**config.mk**
```make
export PLATFORM = sky130hd
export DESIGN_NAME = fifo_ctrl
export DESIGN_NICKNAME = d
export VERILOG_FILES = /design/src/rtl/fifo_ctrl.sv
export SDC_FILE = /design/constraint.sdc
export NUM_CORES = 1
export LEC_CHECK = 0
export BUFFER_PORTS_ARGS = -buffer_cell sky130_fd_sc_hd__buf_2
export CAP_MARGIN = 20
export CORE_MARGIN = 2
export CORE_UTILIZATION = 30
export CTS_CLUSTER_DIAMETER = 60
export DETAILED_ROUTE_END_ITERATION = 10
export GPL_TIMING_DRIVEN = 0
export PLACE_DENSITY = 0.56
export SLEW_MARGIN = 20
export SYNTH_ARGS = -nofsm -noshare
export SYNTH_HDL_FRONTEND = slang
export SYNTH_SLANG_ARGS = --single-unit
```
**constraint.sdc**
```tcl
create_clock -name clk_in -period 2.5 [get_ports clk_in]
set_clock_uncertainty 0.15 [all_clocks]
set_input_delay 0.75 -clock clk_in [delete_from_list [all_inputs] [get_ports clk_in]]
set_output_delay 0.75 -clock clk_in [all_outputs]
set_load 0.1 [all_outputs]
```
**src/rtl/fifo_ctrl.sv**
```systemverilog
// Pointer/occupancy controller for an OSTD_NUM-entry FIFO memory; strobes are combinational, state and flags land on the next edge.
// Push into a full FIFO is accepted only alongside a pop; a pop from an empty FIFO is always refused (no bypass).
module fifo_ctrl #(
  parameter int OSTD_NUM        = 8,
  parameter int THRESHOLD_VALUE = OSTD_NUM / 2,
  parameter int PTR_SIZE        = (OSTD_NUM > 1) ? $clog2(OSTD_NUM) : 1
) (
  input  logic                clk_in,
  input  logic                sreset,
  input  logic                push_req,
  input  logic                pop_req,
  input  logic                err_clear,
  output logic                fifo_wenable,
  output logic                fifo_renable,
  output logic [OSTD_NUM-1:0] write_ptr,
  output logic [OSTD_NUM-1:0] read_ptr,
  output logic [PTR_SIZE:0]   fifo_count,
  output logic                fifo_full,
  output logic                fifo_empty,
  output logic                below_threshold,
  output logic                overflow_err,
  output logic                underflow_err
);

  typedef enum logic [1:0] {ST_EMPTY, ST_PARTIAL, ST_FULL} state_t;

  localparam logic [PTR_SIZE-1:0] PTR_LAST  = PTR_SIZE'(OSTD_NUM - 1);
  localparam logic [PTR_SIZE-1:0] PTR_ONE   = PTR_SIZE'(1);
  localparam logic [PTR_SIZE:0]   CNT_MAX   = (PTR_SIZE + 1)'(OSTD_NUM);
  localparam logic [PTR_SIZE:0]   CNT_ONE   = (PTR_SIZE + 1)'(1);
  localparam logic                BELOW_RST = (THRESHOLD_VALUE > 0);

  state_t              state_q, state_d;
  logic [PTR_SIZE-1:0] wr_q, wr_d, rd_q, rd_d;
  logic [PTR_SIZE:0]   cnt_q, cnt_d;
  logic                push_acc, pop_acc, ovf_set, unf_set;

  // State register: occupancy FSM, pointers and count.
  always_ff @(posedge clk_in) begin
    if (sreset) begin
      state_q <= ST_EMPTY;
      wr_q    <= '0;
      rd_q    <= '0;
      cnt_q   <= '0;
    end else begin
      state_q <= state_d;
      wr_q    <= wr_d;
      rd_q    <= rd_d;
      cnt_q   <= cnt_d;
    end
  end

  // Next-state logic; pointers wrap explicitly so non-power-of-2 depths work.
  always_comb begin
    state_d = state_q;
    wr_d    = wr_q;
    rd_d    = rd_q;
    cnt_d   = cnt_q;
    if (push_acc) wr_d = (wr_q == PTR_LAST) ? '0 : wr_q + PTR_ONE;
    if (pop_acc)  rd_d = (rd_q == PTR_LAST) ? '0 : rd_q + PTR_ONE;
    if (push_acc && !pop_acc)      cnt_d = cnt_q + CNT_ONE;
    else if (pop_acc && !push_acc) cnt_d = cnt_q - CNT_ONE;
    case (state_q)
      ST_EMPTY: begin
        if (push_acc) state_d = (OSTD_NUM == 1) ? ST_FULL : ST_PARTIAL;
      end
      ST_PARTIAL: begin
        if (push_acc && !pop_acc && (cnt_q == CNT_MAX - CNT_ONE)) state_d = ST_FULL;
        else if (pop_acc && !push_acc && (cnt_q == CNT_ONE))      state_d = ST_EMPTY;
      end
      ST_FULL: begin
        if (pop_acc && !push_acc) state_d = (OSTD_NUM == 1) ? ST_EMPTY : ST_PARTIAL;
      end
      default: state_d = ST_EMPTY;
    endcase
  end

  // Output logic: accept decisions use the registered flags, which track state_q.
  always_comb begin
    push_acc = ~sreset & push_req & (~fifo_full | pop_req);
    pop_acc  = ~sreset & pop_req & ~fifo_empty;
    ovf_set  = push_req & fifo_full & ~pop_req;
    unf_set  = pop_req & fifo_empty;
  end

  assign fifo_wenable = push_acc;
  assign fifo_renable = pop_acc;
  assign write_ptr    = OSTD_NUM'(wr_q);
  assign read_ptr     = OSTD_NUM'(rd_q);
  assign fifo_count   = cnt_q;

  // Flags are decoded from next-state/next-count so they are registered yet current.
  always_ff @(posedge clk_in) begin
    if (sreset) begin
      fifo_full       <= 1'b0;
      fifo_empty      <= 1'b1;
      below_threshold <= BELOW_RST;
      overflow_err    <= 1'b0;
      underflow_err   <= 1'b0;
    end else begin
      fifo_full       <= (state_d == ST_FULL);
      fifo_empty      <= (state_d == ST_EMPTY);
      below_threshold <= (int'(cnt_d) < THRESHOLD_VALUE);
      if (err_clear)    overflow_err  <= 1'b0;
      else if (ovf_set) overflow_err  <= 1'b1;
      if (err_clear)    underflow_err <= 1'b0;
      else if (unf_set) underflow_err <= 1'b1;
    end
  end

endmodule

```
==> flow_metrics.py, run 1 <==
metrics = {
    "clocking": {
        "cts_tree": "yes",
        "cts_made_buffers": 3,
        "clk_latency_ps": 290,
        "cts.reportedPaths.clkPinSlew_ps": 110,
        "root_buffer": "clkbuf_4",
        "clock_sinks": 17,
        "cts_buffer_depth": 2,
        "htree_num_levels": 1,
    },
    "floorplan": {
        "dieArea_um2": 3592,
        "die_h_um": 59.93,
        "die_w_um": 59.93,
        "pin_count": 32,
        "start_util_pct": 31.25,
        "core_area_um2": 3003,
        "row_count": 20,
    },
    "pwr": {
        "ir_drop_mv": 0.3229,
        "power.density_nw_per_um2": 712.7,
        "p_leak_nw": 0.6040,
        "total_power_w": 0.0008632,
    },
    "critical_path": {
        "path_cells": "buf_6 -> buf_12 -> nor3b_4 -> buf_12",
        "crit_top_cell": "buf_12",
        "worst_path_max_delay_cell": "nor3b_4",
        "cp_data_arrival_time_ps": 1550,
        "crit_fanout": 10,
        "cp-end-kind": "output pin",
        "cpPeakStageDelay_ps": 330,
        "cp-start-kind": "primary input",
        "cp.required_ps": 1600,
        "crit_type": "in -> out",
    },
    "synth": {
        "synth_cell_types": 34,
        "synthCells": 100,
        "synthFlopType": "dfxtp_1",
        "avgSynthCellArea_um2": 9.384,
        "seq_area_frac_synth_pct": 36.27,
        "synth_area_um2": 938.4,
        "yosysTopAreaCell": "dfxtp_1",
        "synth-edff-count": 0,
        "netlist.area_leader.share_pct": 36.27,
        "async_flop_share_pct": 0,
        "synth-seq-cells": 17,
        "synth.area.top_cells": "dfxtp_1, ha_1, buf_4, nand2_1, o41ai_4",
        "yosys_warnings": 0,
    },
    "min_path": {
        "hp-class": "reg -> reg",
    },
    "detailed_routing": {
        "drc": 0,
        "wl_per_cell_um": 10.65,
        "drt_iter0_drc": 20,
        "first_pass_iters": 3,
        "num_vias": 787,
        "vias_per_cell": 4.629,
        "final_antenna_net_count": 0,
        "wl_um": 1811,
    },
    "global_route": {
        "antenna_found_initial": 0,
        "grt_pass1_vias": 727,
        "grt_pass1_wl_um": 3001,
        "grt-ovfl-total": 0,
        "grt_max_degree": 11,
        "track_usage_pct": 10.98,
    },
    "cells_and_area": {
        "mostFrequentLayoutCell": "buf_2",
        "fin_util_pct": 40.33,
        "area_growth_pct": 29.07,
        "mostFrequentLayoutCells": "buf_2, dfxtp_1, buf_4",
        "fill_cells": 317,
        "fin_nets": 152,
        "antenna_cells": 0,
        "drive_gt1_share_pct": 38.69,
    },
    "run": {
        "max_cap_viol_count": 0,
    },
    "sta": {
        "finalHoldViolCount": 0,
        "min_period_ps": 2452,
        "drv_slew": 0,
        "timing.setup.tns_ps": 0,
        "max_freq_mhz": 407.8,
        "rsz0062_at_grt": "no",
        "finalCritPeriodShare_pct": 98.08,
        "setup_viol_count_final": 0,
    },
    "placed_design": {
        "io_buffers": 21,
        "dp_hpwl_um": 1427,
        "finalWeightedCongestion": 0.7013,
    },
    "run_status": {
        "status": "finished clean",
    },
}
-- worst max-delay path, delay by kind of cell --
kind                   cells  cell delay, ps
buffers and inverters      3             460
AND/OR/NAND/NOR            1             330
-- sequential cells by signal, indices dropped and copies added (netlist names) --
register and count:
overflow_err 1, state_q 2, underflow_err 1, below_threshold 1
wr_q 3, fifo_full 1, fifo_count 4, rd_q 3
fifo_empty 1
-- final timing paths --
check | slack [ps] | end | cells after the start | start
setup / recovery | 50 | fifo_renable | 4 | sreset
hold / removal | 330 | wr_q[1] | 2 | wr_q[1]
setup reg to reg | 500 | below_threshold | 7 | fifo_empty
hold reg to reg | 330 | wr_q[1] | 2 | wr_q[1]
-- report_power, final --
group	total [W]	internal, W	switching [W]	leakage, nW
clock	0.000147	0.0000595	0.0000875	0.0177
sequential	0.000326	0.000298	0.0000278	0.139
combinational	0.000390	0.0000868	0.000304	0.447
total	0.000863	0.000444	0.000419	0.604
-- routing by layer --
layer  GRT usage [%]  wire length (um)
met5               0                 0
met3           4.113               117
met2           18.79               861
met4           2.857                 8
met1           12.81               824
-- what timing repair did --
item	4_1_cts	5_1_grt
hold buffers	0	0
endpoints found under the hold margin	0	0
pin swaps	1	1
buffers inserted	0	3
endpoints found under the setup margin	2	2
resized for setup	8	1
-- synthesized netlist by cell type (2+ instances only) --
master     n
a211oi_1   2
nand2b_1   2
nor3_1     4
nand3_1    3
nand3b_1   2
and2_1     2
and3_1     2
dfxtp_1   17
a21o_1     2
buf_4     10
ha_1       9
a21oi_1    4
nand2_1   10
nor2_1     3
inv_2      2
inv_1      5
o21ai_0    3
a31oi_1    2
-- kinds of logic after synthesis --
logic type | synth area share [%]
AOI/OAI and AO/OA | 16.53
adders and majority gates | 12.00
buffers and inverters | 12.00
DFF | 36.27
muxes | 1.600
other | 0.3996
and+or+nand+nor | 21.20
-- metrics by stage --
stage / setup WS [ps] / instance area (um^2) / instances / hold WS [ps]
after floorplan: -645.8 / 983.4 / 109 / 344.8
after global placement: -248.5 / 1130 / 163 / 308.4
final: 47.97 / 1211 / 170 / 326.9
after CTS: -12.03 / 1185 / 167 / 334.7
after detailed placement: -242.0 / 1130 / 163 / 318.2
after global routing: 14.98 / 1211 / 170 / 351.4
-- final cells by class --
type                       instances  area [um^2]  share of cell area (%)
clock buffer                       3        22.52                   1.860
timing repair buffer              24        155.1                   12.81
inverter                           7        30.03                   2.479
tap                               33        41.29                   3.409
clock inverter                     1        5.005                  0.4132
buffer                            11        95.09                   7.851
sequential                        17        340.3                   28.10
multi-input combinational         74        521.8                   43.08
Power figures use the tool's default switching activity.
==> run 2, diff against run 1 <==
--- a/config.mk
+++ b/config.mk
@@ -9,6 +9,7 @@
 export CAP_MARGIN = 20
 export CORE_MARGIN = 2
 export CORE_UTILIZATION = 30
+export CTS_BUF_LIST = sky130_fd_sc_hd__clkbuf_8
 export CTS_CLUSTER_DIAMETER = 60
 export DETAILED_ROUTE_END_ITERATION = 10
 export GPL_TIMING_DRIVEN = 0
==> flow_metrics.py, run 2 (synthesized netlist as in run 1, its figures left out) <==
metrics = {
    "sta": {
        "drv_slew": 0,
        "rsz0062_at_grt": "no",
        "finalCritPeriodShare_pct": 97.88,
        "min_period_ps": 2447,
        "final.setup.worst_slack_ps": 53.05,
        "setup_viol_count_final": 0,
        "max_freq_mhz": 408.7,
        "timing.setup.tns_ps": 0,
        "finalHoldViolCount": 0,
    },
    "cells_and_area": {
        "area_growth_pct": 31.07,
        "antenna_cells": 0,
        "fin_nets": 152,
        "final_cells": 170,
        "mostFrequentLayoutCell": "buf_2",
        "largest_register_ffs": 4,
        "drive_gt1_share_pct": 38.69,
        "mostFrequentLayoutCells": "buf_2, dfxtp_1, buf_4",
    },
    "critical_path": {
        "cp_data_arrival_time_ps": 1550,
        "crit_family": "buffers and inverters",
        "cp.required_ps": 1600,
        "crit_top_cell": "buf_12",
        "cp-start-kind": "primary input",
        "worst_path_max_delay_cell": "nor3b_4",
        "cp_num_buf_inv": 3,
        "path_cells": "buf_6 -> buf_12 -> nor3b_4 -> buf_12",
        "crit_type": "in -> out",
        "cpPeakStageDelay_ps": 330,
        "cp-end-kind": "output pin",
        "crit_fanout": 10,
    },
    "detailed_routing": {
        "drc": 0,
        "wl_um": 1829,
        "first_pass_iters": 4,
        "num_vias": 780,
        "drt_iter0_drc": 27,
        "vias_per_cell": 4.588,
        "final_antenna_net_count": 0,
        "wl_per_cell_um": 10.76,
    },
    "pwr": {
        "clkPwrFrac_pct": 22.4,
        "p_sw_w": 0.0004275,
        "p_leak_nw": 0.6118,
        "p_comb_share_pct": 42.3,
        "ir_drop_mv": 0.3376,
        "sw_frac_of_total_pct": 46.31,
        "cell_internal_pwr_w": 0.0004957,
        "power.density_nw_per_um2": 750.6,
        "total_power_w": 0.0009232,
        "seq_power_share_pct": 35.3,
    },
    "clocking": {
        "cts_buffer_depth": 2,
        "cts_tree": "yes",
        "cts_made_buffers": 3,
        "cts.reportedPaths.clkPinSlew_ps": 70,
        "htree_num_levels": 1,
        "clk_latency_ps": 260,
        "clock_sinks": 17,
        "root_buffer": "clkbuf_8",
    },
    "placed_design": {
        "io_buffers": 21,
        "place_inst": 163,
        "dp_hpwl_um": 1427,
        "pre_cts_ws_ps": -242.0,
        "finalWeightedCongestion": 0.7013,
    },
    "floorplan": {
        "core_area_um2": 3003,
        "dieArea_um2": 3592,
        "pin_count": 32,
        "die_w_um": 59.93,
        "start_util_pct": 31.25,
        "row_count": 20,
        "die_h_um": 59.93,
    },
    "run": {
        "max_cap_viol_count": 0,
    },
    "global_route": {
        "grt_pass1_vias": 737,
        "track_usage_pct": 11.02,
        "antenna_found_initial": 0,
        "grt_pass1_wl_um": 3001,
        "grt_max_degree": 11,
        "grt-ovfl-total": 0,
    },
    "run_status": {
        "status": "finished clean",
    },
    "min_path": {
        "hp-class": "reg -> reg",
    },
}
-- run 2: cell counts in the layout (fill, tap and decap cells not counted) --
No cell type changed its count.
-- run 2: area by class of cell --
| cell class | count | area (um^2) |
|---|---|---|
| Multi-Input combinational cell | 74 | 521.8 |
| Clock inverter | 1 | 5.005 |
| Tap cell | 33 | 41.29 |
| Buffer | 11 | 95.09 |
| Fill cell | 316 | 1773 |
| Clock buffer | 3 | 41.29 |
| Timing Repair Buffer | 24 | 155.1 |
| Inverter | 7 | 30.03 |
| Sequential cell | 17 | 340.3 |
-- run 2: path summary, 6_finish.rpt --
kind                   start               to  slack [ps]  cells after the start
hold reg to reg      wr_q[1]          wr_q[1]         320                      2
hold / removal       wr_q[1]          wr_q[1]         320                      2
setup reg to reg  fifo_empty  below_threshold         520                      7
setup / recovery      sreset     fifo_renable          50                      4
-- run 2: per-stage QoR --
| stage | instance area [um^2] | hold WS (ps) | util [%] |
|---|---|---|---|
| after floorplan | 983.4 | 344.8 | - |
| after CTS | 1204 | 328.7 | 40.08 |
| after detailed placement | 1130 | 318.2 | 37.63 |
| after global placement | 1130 | 308.4 | 37.63 |
| final | 1230 | 322.0 | 40.96 |
| after global routing | 1230 | 345.2 | 40.96 |
-- run 2: layer usage --
metal	share of wire, %	wire (um)	track usage (%)	vias up
li1	-	-	-	399
met1	46	843	12.68	358
met2	47	859	18.63	21
met3	6.4	117	4.113	2
met4	0.44	8	3.810	0
met5	0	0	0	-
-- run 2: power groups by stage --
| stage | combinational, W | sequential (W) | clock [W] |
|---|---|---|---|
| floorplan | 0.000179 | 0.000482 | 0 |
| finish | 0.000390 | 0.000326 | 0.000207 |
| global route | 0.000410 | 0.000331 | 0.000226 |
| global placement | 0.000373 | 0.000332 | 0 |
| CTS | 0.000386 | 0.000326 | 0.000217 |
| detailed placement | 0.000378 | 0.000333 | 0 |
-- run 2: what timing repair did --
item	in CTS	in global routing
setup endpoints to repair	2	3
pin swaps	1	1
gates resized for setup	8	1
buffers inserted	0	3
hold endpoints to repair	0	0
hold buffers	0	0
-- run 2: worst reg2reg max path, cell delays in order, from the launching register on --
cell	delay (ps)
dfxtp_1	340
nor3b_4	320
inv_2	90
ha_2	220
nand2b_4	160
o41ai_4	220
mux2_4	340
nor2_2	70
